### src/rtl/bram_read_streamer.sv
// bram_read_streamer: burst reads from a 1-cycle-latency block RAM streamed through a credit-gated 2-entry buffer
module bram_read_streamer #(
  parameter int width = 4,
  parameter int depth = 1024,
  localparam int AW = $clog2(depth)
) (
  input  logic             CLK,
  input  logic             nRST,
  input  logic             start__ENA,
  input  logic [AW-1:0]    start_base,
  input  logic [AW:0]      start_count,
  output logic             start__RDY,
  output logic             ramRead__ENA,
  output logic [AW-1:0]    ramRead_addr,
  input  logic             ramRead__RDY,
  input  logic [width-1:0] ramData,
  input  logic             ramData__RDY,
  output logic             out__ENA,
  output logic [width-1:0] out_data,
  output logic             out_last,
  input  logic             out__RDY,
  output logic             busy
);
  localparam logic [1:0] S_IDLE = 2'd0, S_RUN = 2'd1, S_DRAIN = 2'd2;
  localparam logic [AW:0] ONE = {{AW{1'b0}}, 1'b1};
  logic [1:0]       r_state;
  logic [AW-1:0]    r_addr;
  logic [AW:0]      r_issue_left;
  logic [AW:0]      r_deliver_left;
  logic             r_inflight;
  logic [1:0]       r_occ;
  logic [width-1:0] r_b0;
  logic [width-1:0] r_b1;
  logic             w_fire;
  logic             w_issue;
  logic             w_push;
  logic [2:0]       w_credit;
  logic [1:0]       w_wr_idx;
  assign w_fire   = (r_occ != 2'd0) && out__RDY;
  assign w_credit = {1'b0, r_occ} + {2'b0, r_inflight} - {2'b0, w_fire};
  assign w_issue  = (r_state == S_RUN) && (r_issue_left != '0) && ramRead__RDY && (w_credit < 3'd2);
  assign w_push   = ramData__RDY && r_inflight;
  assign w_wr_idx = r_occ - {1'b0, w_fire};
  assign start__RDY   = (r_state == S_IDLE);
  assign busy         = (r_state != S_IDLE);
  assign ramRead__ENA = w_issue;
  assign ramRead_addr = r_addr;
  assign out__ENA     = (r_occ != 2'd0);
  assign out_data     = out__ENA ? r_b0 : '0;
  assign out_last     = out__ENA && (r_deliver_left == ONE);
  always_ff @(posedge CLK or negedge nRST) begin
    if (!nRST) begin
      r_state        <= S_IDLE;
      r_addr         <= '0;
      r_issue_left   <= '0;
      r_deliver_left <= '0;
      r_inflight     <= 1'b0;
      r_occ          <= 2'd0;
      r_b0           <= '0;
      r_b1           <= '0;
    end else begin
      r_inflight <= w_issue;
      r_occ      <= r_occ + {1'b0, w_push} - {1'b0, w_fire};
      if (w_push && w_wr_idx == 2'd0) r_b0 <= ramData;
      else if (w_fire) r_b0 <= r_b1;
      if (w_push && w_wr_idx == 2'd1) r_b1 <= ramData;
      if (w_issue) begin
        r_addr       <= (r_addr == AW'(depth - 1)) ? '0 : r_addr + 1'b1;
        r_issue_left <= r_issue_left - ONE;
      end
      if (w_fire) r_deliver_left <= r_deliver_left - ONE;
      case (r_state)
        S_IDLE: if (start__ENA && start_count != '0) begin
          r_addr         <= start_base;
          r_issue_left   <= start_count;
          r_deliver_left <= start_count;
          r_state        <= S_RUN;
        end
        S_RUN:   if (w_issue && r_issue_left == ONE) r_state <= S_DRAIN;
        S_DRAIN: if (w_fire && r_deliver_left == ONE) r_state <= S_IDLE;
        default: r_state <= S_IDLE;
      endcase
    end
  end
  always @(posedge CLK)
    if (nRST) assert (!(w_push && r_occ == 2'd2 && !w_fire)) else $error("bram_read_streamer: output buffer overflow");
endmodule

### config.mk
export PLATFORM = sky130hd
export DESIGN_NAME = bram_read_streamer
export DESIGN_NICKNAME = d
export VERILOG_FILES = /design/src/rtl/bram_read_streamer.sv
export SDC_FILE = /design/constraint.sdc
export NUM_CORES = 1
export LEC_CHECK = 0
export CAP_MARGIN = 20
export CORE_MARGIN = 1
export CORE_UTILIZATION = 56
export DETAILED_ROUTE_END_ITERATION = 10
export GPL_ROUTABILITY_DRIVEN = 0
export PLACE_DENSITY = 0.86
export SLEW_MARGIN = 20
export SYNTH_ARGS = -nofsm -noshare
export SYNTH_HDL_FRONTEND = slang
export SYNTH_SLANG_ARGS = --single-unit
export TNS_END_PERCENT = 10
### constraint.sdc
create_clock -name CLK -period 7.38 [get_ports CLK]
set_input_delay 0.738 -clock CLK [delete_from_list [all_inputs] [get_ports CLK]]
set_output_delay 0.738 -clock CLK [all_outputs]
set_load 0.005 [all_outputs]
# --- Word-level counts from Yosys, hierarchy flattened ---
# Index checks and enable logic that the tools add are counted.
classes:
  addsub: 8
  multipliers: 0
  div: 0
  n_lt_le_gt_ge: 1
  eq_ne: 9
  shift: 0
  muxes: 17
  bitwise: 0
  reduce_logical: 19
op_table:
  columns: ["operator", "count"]
  rows:
  - ["two-way mux 11 bit", 6]
  - ["two-way mux 10 bit", 4]
  - ["equality test 11 x 1 -> 1 bit (second input constant)", 2]
  - ["nonzero test 11 bit", 2]
  - ["subtractor 11 x 1 -> 11 bit (second input constant)", 2]
  - ["two-way mux 4 bit", 3]
  - ["logical AND 1 bit", 11]
  - ["adder 10 x 1 -> 10 bit (second input constant)", 1]
  - ["equality test 10 bit (second input constant)", 1]
  - ["two-way mux 2 bit", 3]
  - ["one-hot mux 2 bit (3 select lines)", 1]
  - ["nonzero test 2 bit", 3]
  - ["equality test 2 x 1 -> 1 bit (second input constant)", 2]
  - ["logical NOT 2 bit", 2]
  - ["!= test 2 x 1 -> 1 bit (second input constant)", 2]
  - ["subtractor 2 x 1 -> 2 bit", 2]
  - ["adder 2 x 1 -> 3 bit", 1]
  - ["less-than comparator 3 x 2 -> 1 bit (second input constant)", 1]
  - ["AND reduction 3 bit", 1]
  - ["subtractor 3 x 1 -> 3 bit", 1]
  - ["adder 2 x 1 -> 2 bit", 1]
  - ["equality test 2 bit (second input constant)", 1]
  - ["!= test 2 bit (second input constant)", 1]
totals:
  register_bits: 45
  latch_bits: 0
  ram_bits: 0
  mem_bits_ro: 0
  output_inout_bits: 19
  elab_cells: 62
  mem_count: 0

# --- Logic depth before layout (Yosys ltp) ---
logic_depth:
  depth_word: 8
  mapped_depth: 12
  mapped_depth_nobuf: 10

# --- Least setup slack after synthesis ---
# OpenSTA, ideal clock, no wires.
synth_path:
  path_kind: "input-to-output"
  start: "input out__RDY"
  end: "output ramRead__ENA"
  arrival_ns: 2.431
  slack_ns: 4.211
  stages: 10
  path_buffers: 2
  path_cell_list: "o21ai_1 > buf_2 > or2_1 > inv_1 > fa_1 > nand2_1 > nor3_4 > nand2_1 > buf_4 > inv_4"
synth_via:
  elab_chain_cells: 4
synth_lines:
  columns: ["item", "line", "rtl"]
  rows:
  - ["start, declared", "21", "input logic out__RDY,"]
  - ["logical AND 1 bit", "39", "assign w_fire = (r_occ != 2'd0) && out__RDY;"]
  - ["subtractor 3 x 1 -> 3 bit", "40", "assign w_credit = {1'b0, r_occ} + {2'b0, r_inflight} - {2'b0, w_fire};"]
  - ["less-than comparator 3 x 2 -> 1 bit", "41", "assign w_issue = (r_state == S_RUN) && (r_issue_left != '0) && ramRead__RDY && (w_credit < 3'd2);"]
  - ["logical AND 1 bit", "41", null]
  - ["end, declared", "13", "output logic ramRead__ENA,"]
# Every way passes these cells.

# --- Worst setup path after layout ---
# Same ends and word-level chain as after synthesis.

==> reports/qor.csv <==
metric;value;unit
commonest non-fill, non-tap cells in the layout;clkdlybuf4s50_1, dfrtp_1, nor2_1;
drt total wl;5.80;mm
Diodes inserted;0;
I/O pins;50;
crit path kind;in -> out;
internal reg-to-reg setup slack;3670;ps
Slew Limit Headroom;0.546;
reg-to-reg endpoint;ramRead_addr[9]$_DFF_PN0_;
cts hold-fix bufs;0;
Max Cap Violations;0;
CP max FO;14;
Setup violations, final;0;
outcome;finished, final reports clean;
initial core utilization;0.585;
most used flip-flop cell after synthesis;dfrtp_1;
Die Wd;69.5;um
Hold Vio Cnt, Final;0;
routing usage on met1;0.340;
CORE AREA;0.00435;sq mm
met2 Usage GRT;0.434;
slew at the pin closest to its max-slew limit;681;ps
Vias;2188;
Synth Area per Inst;9.30;sq um
CTS tree;done;
nets;362;
sequential share of the synthesized area;0.442;
RSZ-0062 raised after global routing;false;
CTS resizes;0;
dpl hpwl;4.22;mm
crit share post-route;0.659;
HP Class;in -> async;
Netlist cell types;45;
Top Usage Layer GRT;met2;
synth warn;0;
commonest non-fill, non-tap cell in the layout;clkdlybuf4s50_1;
post-route ant nets;0;
Worst Skew;8.17;ps
post-synthesis mux area share;0.0373;
syn_nets;313;
global-route wire length before repair;9.94;mm
critical path startpoint category;input port;
initial antenna violation count;0;
DRC errors left;0;
setup ws final;2510;ps
total global-route track usage;0.264;
asr flop ratio synth;1.00;
pwr dens;139;mW/mm^2
TNS Setup;0;ps
ratio of cells with drive above 1 in the final layout;0.0586;
root buf cell;clkbuf_8;
register bit total from synthesis;45;
Synth Area in Simple Gates;0.245;
Setup crit end kind;primary output;
Place WS;2310;ps
Post-Syn Instances;274;
worst r2r src;r_occ[1]$_DFF_PN0_;
fin area;0.00318;sq mm
Leak Pwr;1.45;nW
final hold slack;420;ps
drt pass-1 iters;4;
Synth Area in Adders;0.0422;
Compound-Gate Fraction of Synth Area;0.114;
Row Count;24;
Max VDD drop;133;uV
grt ovf;0;
critical path arrival;4130;ps
total power;0.441;mW
met3 Track Usage GR;0.0567;
post-synthesis xor/xnor area fraction;0.0893;
mapped cell area;0.00255;sq mm
later-pin clock latency in the skew report;300;ps
Clock Sinks;45;
clock buffer depth;2;
worst r2r path cells;9;
Req. time, crit path;6640;ps
Layout area overhead;24.7;%
Die Y;69.5;um
number of port buffers;49;
Pins Over Slew Limit;0;
vias in the first global route;2119;
Worst-path clk slew;90;ps
total CTS buffers;5;
initial drt markers;230;
final period demand of the worst path;4870;ps
Die ar.;0.00482;sq mm
largest family of logic cells by synthesized area;simple AND/OR/NAND/NOR gates;
largest net degree at the start of global routing;46;
Filler cells;327;
WL/cell;15.4;um
Post-CTS Setup Bufs;0;
placed inst area;0.00307;sq mm
Max Freq;0.205;GHz
H-tree Lvls;2;
Vias/cell;5.82;
Post-synth EDFFs;0;
## through the flow
| step | cells | utilization |
|---|---|---|
| 2_1_floorplan | 274 | - |
| 3_3_place_gp | 368 | 0.705 |
| 3_5_place_dp | 368 | 0.705 |
| 4_1_cts | 376 | 0.728 |
| 5_1_grt | 376 | 0.730 |
| 6_report | 376 | 0.730 |
## where the power goes
group,internal [mW],switching (mW),leakage (nW)
logic,0.0146,0.00985,0.774
registers,0.246,0,0.619
clock network,0.0847,0.0852,0.0542
## final cells by class
| type | instances | area (sq um) | area share |
|---|---|---|---|
| multi-input cells | 211 | 1350 | 0.425 |
| repair buffers | 50 | 495 | 0.156 |
| clock buffers | 7 | 96.3 | 0.0303 |
| clock inverters | 1 | 5.00 | 0.00157 |
| flip-flops and latches | 45 | 1130 | 0.354 |
| inverters | 10 | 40.0 | 0.0126 |
| well taps | 52 | 65.1 | 0.0205 |
## synthesized netlist by cell type (2+ instances only)
master	number	share of area
dfrtp_1	45	0.44
nor2_1	30	0.044
nand2_1	27	0.040
a21oi_1	24	0.047
xor2_1	19	0.065
o21ai_1	16	0.031
nand3_1	12	0.024
inv_1	9	0.013
ha_1	7	0.034
nor3_1	7	0.014
xnor2_1	7	0.024
nand4_1	6	0.015
a31oi_1	5	0.012
clkbuf_1	5	0.0074
mux2i_1	5	0.020
nor2b_1	5	0.012
mux2_1	4	0.018
nand3b_1	4	0.012
and3_1	3	0.0074
buf_2	2	0.0039
nand2b_1	2	0.0049
nand4b_1	2	0.0069
nor3_2	2	0.0079
nor4_1	2	0.0049
nor4b_1	2	0.0069
o21ai_0	2	0.0039
or3_1	2	0.0049
## per-layer routing
| metal | share of wire | routed length, um |
|---|---|---|
| met5 | 0 | 0 |
| met4 | 0.026 | 149 |
| met3 | 0.055 | 321 |
| met2 | 0.49 | 2820 |
| met1 | 0.43 | 2510 |
## worst max-delay path, cell delays in order
cell	delay, ps
clkdlybuf4s50_1	510
o21ai_2	220
mux2i_1	310
nand2_1	160
fa_1	530
nand2_1	90
nor3_4	450
nand2_1	400
inv_4	200
clkdlybuf4s50_1	520
## flip-flops by register name, summed over array words and instances (netlist names)
register        count
r_b1                4
r_issue_left       11
ramRead_addr       10
r_state             2
r_occ               2
r_deliver_left     11
r_inflight          1
r_b0                4
## how the worst max path moves through the flow
stage	from	cells after the start	slack, ps	endpoint
after floorplan	out__RDY	10	4210	ramRead__ENA
after global placement	out__RDY	10	2510	ramRead__ENA
after detailed placement	out__RDY	10	2310	ramRead__ENA
after CTS	out__RDY	10	2290	ramRead__ENA
after global routing	out__RDY	10	2230	ramRead__ENA
final	out__RDY	10	2510	ramRead__ENA
## kinds of logic (layout without fill, tap and decap cells)
family | after synthesis | count (layout)
buf+inv | 18 | 68
fa+ha+maj | 8 | 8
mux | 9 | 9
xor+xnor | 26 | 26
flops | 45 | 45
simple gates | 115 | 115
compound gates | 53 | 53
Note: power is estimated with default switching activity, not from simulation.
